`src/rtl/vga_timing_pkg.sv`:
```
// XGA timing constants and derived window bounds shared by the timing generator,
// the draw stages and the mouse-to-cell mapper.
package vga_timing_pkg;

  localparam int unsigned CNT_W = 11;

  localparam int unsigned H_ACTIVE = 1024;
  localparam int unsigned H_FP     = 24;
  localparam int unsigned H_SYNC   = 136;
  localparam int unsigned H_BP     = 160;
  localparam int unsigned H_TOTAL  = H_ACTIVE + H_FP + H_SYNC + H_BP;

  localparam int unsigned V_ACTIVE = 768;
  localparam int unsigned V_FP     = 3;
  localparam int unsigned V_SYNC   = 6;
  localparam int unsigned V_BP     = 29;
  localparam int unsigned V_TOTAL  = V_ACTIVE + V_FP + V_SYNC + V_BP;

  // Inclusive window bounds, in counter units
  localparam int unsigned H_BLNK_START = H_ACTIVE;
  localparam int unsigned H_BLNK_END   = H_TOTAL - 1;
  localparam int unsigned H_SYNC_START = H_ACTIVE + H_FP;
  localparam int unsigned H_SYNC_END   = H_ACTIVE + H_FP + H_SYNC - 1;
  localparam int unsigned V_BLNK_START = V_ACTIVE;
  localparam int unsigned V_BLNK_END   = V_TOTAL - 1;
  localparam int unsigned V_SYNC_START = V_ACTIVE + V_FP;
  localparam int unsigned V_SYNC_END   = V_ACTIVE + V_FP + V_SYNC - 1;

  // Timing bus as forwarded between draw stages
  typedef struct packed {
    logic [CNT_W-1:0] hcount;
    logic             hsync;
    logic             hblnk;
    logic [CNT_W-1:0] vcount;
    logic             vsync;
    logic             vblnk;
  } vga_bus_t;

  function automatic logic in_window(input logic [CNT_W-1:0] c,
                                     input logic [CNT_W-1:0] lo,
                                     input logic [CNT_W-1:0] hi);
    return (c >= lo) && (c <= hi);
  endfunction

endpackage

```
`src/rtl/vga_timing_gen_axis.sv`:
```
// One timing axis: mod-TOTAL counter with sync/blank flags registered from the
// next count so that count and flags always describe the same position.
module timing_axis
  import vga_timing_pkg::*;
#(
  parameter int unsigned ACTIVE = H_ACTIVE,
  parameter int unsigned FP     = H_FP,
  parameter int unsigned SYNC   = H_SYNC,
  parameter int unsigned BP     = H_BP
) (
  input  logic             pclk,
  input  logic             rst,
  input  logic             en,
  output logic [CNT_W-1:0] count,
  output logic             sync,
  output logic             blnk,
  output logic             wrap_c
);

  localparam int unsigned TOTAL = ACTIVE + FP + SYNC + BP;

  localparam logic [CNT_W-1:0] LAST       = CNT_W'(TOTAL - 1);
  localparam logic [CNT_W-1:0] BLNK_START = CNT_W'(ACTIVE);
  localparam logic [CNT_W-1:0] SYNC_START = CNT_W'(ACTIVE + FP);
  localparam logic [CNT_W-1:0] SYNC_END   = CNT_W'(ACTIVE + FP + SYNC - 1);

  logic [CNT_W-1:0] count_next_c;

  assign wrap_c = en && (count == LAST);

  always_comb begin
    count_next_c = count;
    if (wrap_c) begin
      count_next_c = '0;
    end else if (en) begin
      count_next_c = count + CNT_W'(1);
    end
  end

  always_ff @(posedge pclk) begin
    if (rst) begin
      count <= '0;
      sync  <= 1'b0;
      blnk  <= 1'b0;
    end else begin
      count <= count_next_c;
      sync  <= in_window(count_next_c, SYNC_START, SYNC_END);
      blnk  <= in_window(count_next_c, BLNK_START, LAST);
    end
  end

endmodule

```
`src/rtl/vga_timing_gen.sv`:
```
// Source of the VGA timing bus: free-running h/v counters, sync/blank flags and a
// frame_start strobe, all registered and describing the same pixel.
module vga_timing_gen
  import vga_timing_pkg::*;
#(
  parameter int unsigned P_H_ACTIVE = H_ACTIVE,
  parameter int unsigned P_H_FP     = H_FP,
  parameter int unsigned P_H_SYNC   = H_SYNC,
  parameter int unsigned P_H_BP     = H_BP,
  parameter int unsigned P_V_ACTIVE = V_ACTIVE,
  parameter int unsigned P_V_FP     = V_FP,
  parameter int unsigned P_V_SYNC   = V_SYNC,
  parameter int unsigned P_V_BP     = V_BP
) (
  input  logic             pclk,
  input  logic             rst,
  output logic [CNT_W-1:0] hcount_out,
  output logic             hsync_out,
  output logic             hblnk_out,
  output logic [CNT_W-1:0] vcount_out,
  output logic             vsync_out,
  output logic             vblnk_out,
  output logic             frame_start
);

  logic h_wrap_c;
  logic v_wrap_c;

  timing_axis #(
    .ACTIVE (P_H_ACTIVE),
    .FP     (P_H_FP),
    .SYNC   (P_H_SYNC),
    .BP     (P_H_BP)
  ) u_h_axis (
    .pclk   (pclk),
    .rst    (rst),
    .en     (1'b1),
    .count  (hcount_out),
    .sync   (hsync_out),
    .blnk   (hblnk_out),
    .wrap_c (h_wrap_c)
  );

  // Vertical axis steps once per line, on the horizontal wrap
  timing_axis #(
    .ACTIVE (P_V_ACTIVE),
    .FP     (P_V_FP),
    .SYNC   (P_V_SYNC),
    .BP     (P_V_BP)
  ) u_v_axis (
    .pclk   (pclk),
    .rst    (rst),
    .en     (h_wrap_c),
    .count  (vcount_out),
    .sync   (vsync_out),
    .blnk   (vblnk_out),
    .wrap_c (v_wrap_c)
  );

  always_ff @(posedge pclk) begin
    if (rst) begin
      frame_start <= 1'b0;
    end else begin
      frame_start <= v_wrap_c;
    end
  end

endmodule
```
`config.mk`:
```
export PLATFORM = sky130hd
export DESIGN_NAME = vga_timing_gen
export DESIGN_NICKNAME = d
export VERILOG_FILES = /design/src/rtl/vga_timing_pkg.sv /design/src/rtl/vga_timing_gen_axis.sv /design/src/rtl/vga_timing_gen.sv
export SDC_FILE = /design/constraint.sdc
export NUM_CORES = 1
export LEC_CHECK = 0
export ABC_AREA = 0
export CAP_MARGIN = 30
export CORE_UTILIZATION = 58
export CTS_BUF_LIST = sky130_fd_sc_hd__clkbuf_4
export DETAILED_ROUTE_END_ITERATION = 6
export PLACE_DENSITY_LB_ADDON = 0.15
export SYNTH_ARGS = -nofsm -noshare
export SYNTH_HDL_FRONTEND = slang
export SYNTH_HIERARCHICAL = 1
export SYNTH_SLANG_ARGS = --single-unit
```
`constraint.sdc`:
```
create_clock -name pclk -period 5.7 [get_ports pclk]
set_input_delay 0.855 -clock pclk [delete_from_list [all_inputs] [get_ports pclk]]
set_output_delay 0.855 -clock pclk [all_outputs]
set_load 0.1 [all_outputs]
```
# Word-level counts from Yosys, hierarchy flattened
# Cells that the tools add are included.
[word_totals]
regBits = 27
latchBits = 0
ram_bits = 0
romBits = 0
in_bits = 2
word_cells = 27
mem_count = 0
[classes]
add_sub_neg = 2
multipliers = 0
div_mod_pow = 0
magnitude_cmp = 8
eq_ne = 2
shift = 0
n_mux = 3
n_bitwise = 0
n_reduce_logical = 5
[ops]
columns = ["operator", "count"]
rows = [
  ["$mux W11", 3],
  ["$add A11 B1 Y11 const B", 2],
  ["$ge A11 B10 Y1 const B", 2],
  ["$ge A11 B11 Y1 const B", 2],
  ["$le A11 B10 Y1 const B", 2],
  ["$le A11 B11 Y1 const B", 2],
  ["$eq A11 B10 Y1 const B", 1],
  ["$eq A11 B11 Y1 const B", 1],
  ["$logic_and A1 B1 Y1", 5],
]

# Longest topological paths before layout
[logic_depth]
word_depth = 5
ltp_mapped = 10

# Modules after synthesis
# Netlist, hierarchy kept.
[by_module_without_submodules]
columns = ["module", "n_inst", "cells_each", "area_each_um2", "seq_area_each_um2"]
rows = [
  ["timing_axis (u_v_axis)", 1, 103, 880.8, 260.2],
  ["timing_axis (u_h_axis)", 1, 83, 726.9, 260.2],
  ["vga_timing_gen", 1, 3, 37.5, 20.0],
]

# Worst setup path after synthesis
# Ideal clock, no wire load.
[synth_timing]
path_kind = "flip-flop to flip-flop"
startpoint = "reg u_h_axis.count[0]"
endpoint = "reg u_v_axis.sync"
setup_ns = 0.087
arrival_time_ns = 3.028
path_slack_ns = 2.585
stages_incl_launch_ff = 9
path_buffers = 0
path_cell_list = "dfxtp_1 -> ha_1 -> nand3_2 -> nor2_4 -> and4_1 -> nand4_1 -> nor4_1 -> xor2_1 -> nor4b_2"
[synth_between]
elab_chain_len = 5
[synth_rtl]
columns = ["element", "line", "text"]
rows = [
  ["start, declared", "vga_timing_gen_axis.sv:14", "output logic [CNT_W-1:0] count,"],
  ["start signal, assigned", "vga_timing_gen_axis.sv:46", "count <= count_next_c;"],
  ["$eq A11 B11 Y1 *", "vga_timing_gen_axis.sv:29", "assign wrap_c = en && (count == LAST);"],
  ["named net h_wrap_c", "vga_timing_gen.sv:26", "logic h_wrap_c;"],
  ["$mux W11 or $logic_and A1 B1 Y1 (tied branches)", "vga_timing_gen_axis.sv:35, vga_timing_gen_axis.sv:29", ""],
  ["$mux W11 *", "vga_timing_gen_axis.sv:33", "if (wrap_c) begin"],
  ["$ge A11 B10 Y1 or $le A11 B10 Y1 (tied branches)", "vga_timing_pkg.sv:42", "return (c >= lo) && (c <= hi);"],
  ["$logic_and A1 B1 Y1 *", "vga_timing_pkg.sv:42", ""],
  ["end signal, assigned", "vga_timing_gen_axis.sv:47", "sync <= in_window(count_next_c, SYNC_START, SYNC_END);"],
  ["end, declared", "vga_timing_gen_axis.sv:15", "output logic sync,"],
]
# Mark *: on every way through the listed nets, which the timed path passes. The rest lies on a longest branch.
# A chain may end at the register's enable or synchronous reset.

# Final worst setup path
[layout_timing]
startpoint = "reg u_v_axis.count[4]"
endpoint = "out vcount_out[4]"
[layout_lines]
columns = ["element", "line", "text"]
rows = [
  ["start, declared", "vga_timing_gen_axis.sv:14", ""],
  ["start signal, assigned", "vga_timing_gen_axis.sv:46", ""],
  ["end, declared", "vga_timing_gen.sv:20", "output logic [CNT_W-1:0] vcount_out,"],
]
# No word-level cell between the ends.

==> impl_metrics.json <==
{
  "status": "completed",
  "seqCellArea_um2": 541,
  "drtPass1Iterations": 4,
  "cts_buffers": 3,
  "path_class": "reg -> out",
  "slowest_stage": "clkdlybuf4s50_1",
  "path_max_fanout": 13,
  "synth-edff-count": 0,
  "synth_compound_area_share_pct": 14.5,
  "seqPwrFrac_pct": 60.6,
  "synth_fa_ha_area_share_pct": 2.89,
  "ys_ff_latch": 27,
  "die_area_um2": 3050,
  "cts.path.max_buffers": 2,
  "start_kind": "flop",
  "insertion_delay_ps": 320,
  "p_per_area_nw_per_um2": 166,
  "h-tree-depth": 1,
  "worstMarginPinSlew_ps": 985,
  "rsz0062_at_grt": "no",
  "synthTopCellsByArea": "dfxtp_1 33%, nor2_1 6.4%, xnor2_1 6.4%",
  "yosysTopAreaCellShare_pct": 32.9,
  "cts_tree": "done",
  "totalWireLength_um": 3710,
  "fin_hold_ws_ps": 619,
  "fmax_mhz": 332,
  "drc_errors": 0,
  "grt_pass1_vias": 1395,
  "viasPerCell": 6.09,
  "p_sw_share_pct": 27.4,
  "cts_post_setup_buffers_inserted": 0,
  "drtIter0Drc": 56,
  "highest_layer": "met4",
  "fillers": 206,
  "core_area_um2": 2570,
  "r2r_setup_slack_ps": 2820,
  "syn_area_per_cell_um2": 8.71,
  "multi_input_area_um2": 1010,
  "die_height_um": 55.3,
  "hp-class": "reg -> reg",
  "p_leak_uw": 0.000694,
  "ys.flop_type": "dfxtp_1",
  "synth_warnings": 6,
  "synth-simple-area-share_pct": 31.3,
  "crit_path_max_incr_delay_ps": 1220,
  "antenna_left": 0,
  "met3WireLength_um": 185,
  "utilization_pct": 75.3,
  "drt-met1-wl_um": 1510,
  "synth_top_family_by_area": "simple AND/OR/NAND/NOR gates",
  "cts_root_buf": "clkbuf_4",
  "rows": 18,
  "drive_gt1_share_pct": 11.5,
  "synth_cells": 189,
  "nNetsFinal": 223,
  "synthXorXnorAreaFrac_pct": 9.58,
  "gp_congestion": 0.876,
  "stdcell_count": 247,
  "crit_arrival_ps": 2160,
  "cts-hold-fix-buffers": 0,
  "num_vias": 1504,
  "slew_viol_final": 0,
  "post_cts_resized": 0,
  "crit_chain": "clkdlybuf4s50_1",
  "clkSinkCount": 27,
  "yosysTopAreaCell": "dfxtp_1",
  "grt_max_degree": 18,
  "dr_wl_met2_um": 1930,
  "total_power_uw": 322,
  "async_flop_share_pct": 0,
  "power_frac_clock_pct": 27.0,
  "crit_family": "buffers and inverters",
  "clkTransAtPathRegs_ps": 140,
  "combinationalPowerShare_pct": 12.4,
  "critPathBufInv": 1,
  "dp_hpwl_um": 2730,
  "switchingPower_uw": 88.1,
  "setup-violations-final": 0,
  "antenna_found_initial": 0,
  "gr-usage-all-layers_pct": 25.0,
  "hold_viol_final": 0,
  "wire_per_inst_um": 15.0,
  "antenna_cells": 0,
  "ys_seq_area_share_pct": 32.9,
  "ios": 29,
  "initial_utilization_pct": 64.1,
  "die_x_um": 55.3,
  "end_kind": "output pin",
  "skew_ps": 3.74,
  "port_buffers": 28,
  "grt_overflow": 0,
  "post-place-cells": 243,
  "required_ps": 4850,
  "grt_pass1_wl_um": 6160,
  "muxShareOfSynthArea_pct": 1.83,
  "setup_tns_ps": 0,
  "finalCritPeriodShare_pct": 52.8,
  "netlist-cell-type-count": 56,
  "area_growth_pct": 17.6,
  "final.min_clock_period_ps": 3010,
  "internal-power_uw": 234,
  "ir_drop_mv": 0.217,
  "synth_area_um2": 1650,
  "slew_headroom_pct": 34.1,
  "maxCapViolCount": 0
}
## Yosys cell counts (all sizes together), types with 2 or more instances
| cell type | number |
|---|---|
| nor2 | 29 |
| dfxtp | 27 |
| xnor2 | 12 |
| nand2 | 11 |
| a21oi | 10 |
| inv | 9 |
| nand4 | 7 |
| nor3 | 6 |
| xor2 | 6 |
| buf | 5 |
| nand3 | 5 |
| nor2b | 5 |
| and4 | 4 |
| clkbuf | 4 |
| nor4 | 4 |
| a211oi | 3 |
| a31oi | 3 |
| ha | 3 |
| mux2i | 3 |
| nand2b | 3 |
| or2 | 3 |
| and3 | 2 |
| o211ai | 2 |
| o21ai | 2 |
| o31ai | 2 |
## routing by layer
| metal | up-vias | track usage (%) |
|---|---|---|
| met1 | 699 | 27.5 |
| met4 | 0 | 12.9 |
| met5 | - | 0 |
| met2 | 75 | 46.5 |
| met3 | 10 | 2.81 |
| li1 | 720 | - |
## stage by stage
stage	setup WS (ps)	area, um^2
after global routing	2560	1930
after detailed placement	2890	1900
after CTS	2690	1930
after global placement	3020	1900
final	2690	1930
after floorplan	2580	1660
## area by class of cell
cell class | count | area share [%]
multi-input cells | 149 | 52.3
flip-flops and latches | 27 | 27.9
repair buffers | 28 | 14.5
well taps | 30 | 1.94
inverters | 9 | 1.75
clock buffers | 4 | 1.55
## path summary, 6_finish.rpt
check,startpoint,cells past startpoint,to
worst max-delay path,u_v_axis/count[4],1,vcount_out[4]
worst min-delay path,u_v_axis/count[0],2,u_v_axis/count[0]
worst max register to register,u_h_axis/count[0],9,u_v_axis/sync
worst min register to register,u_v_axis/count[0],2,u_v_axis/count[0]
## kinds of logic after synthesis
kind of cell / after synthesis
adders and majority gates: 4
AOI/OAI and AO/OA: 33
and+or+nand+nor: 85
other: 1
xor gates and xnor gates: 18
DFF: 27
buffers and inverters: 18
muxes: 3
## sequential cells by signal, summed over array words and instances, names as in the netlist
register,cells
frame_start,1
u_v_axis/count,11
u_h_axis/sync,1
u_h_axis/count,11
u_v_axis/sync,1
u_v_axis/blnk,1
u_h_axis/blnk,1
## layout by cell type, fill, tap and decap left out, drive strengths merged, types with 2 or more instances in the layout
master         count
a211oi             3
a21oi             10
a31oi              3
and3               2
and4               4
clkbuf             4
clkdlybuf4s50     28
conb               6
dfxtp             27
ha                 3
inv                9
mux2i              3
nand2             11
nand2b             3
nand3              5
nand4              7
nor2              29
nor2b              5
nor3               6
nor4               4
o211ai             2
o21ai              2
o31ai              2
or2                3
xnor2             12
xor2               6
## power groups by stage
stage	combinational (uW)	clock [uW]	sequential, uW
floorplan	11.2	0	219
global placement	39.3	0	199
detailed placement	39.7	0	199
CTS	39.8	91.0	195
global route	41.5	101	196
finish	40.0	86.7	195
(Power assumes the default switching activity.)
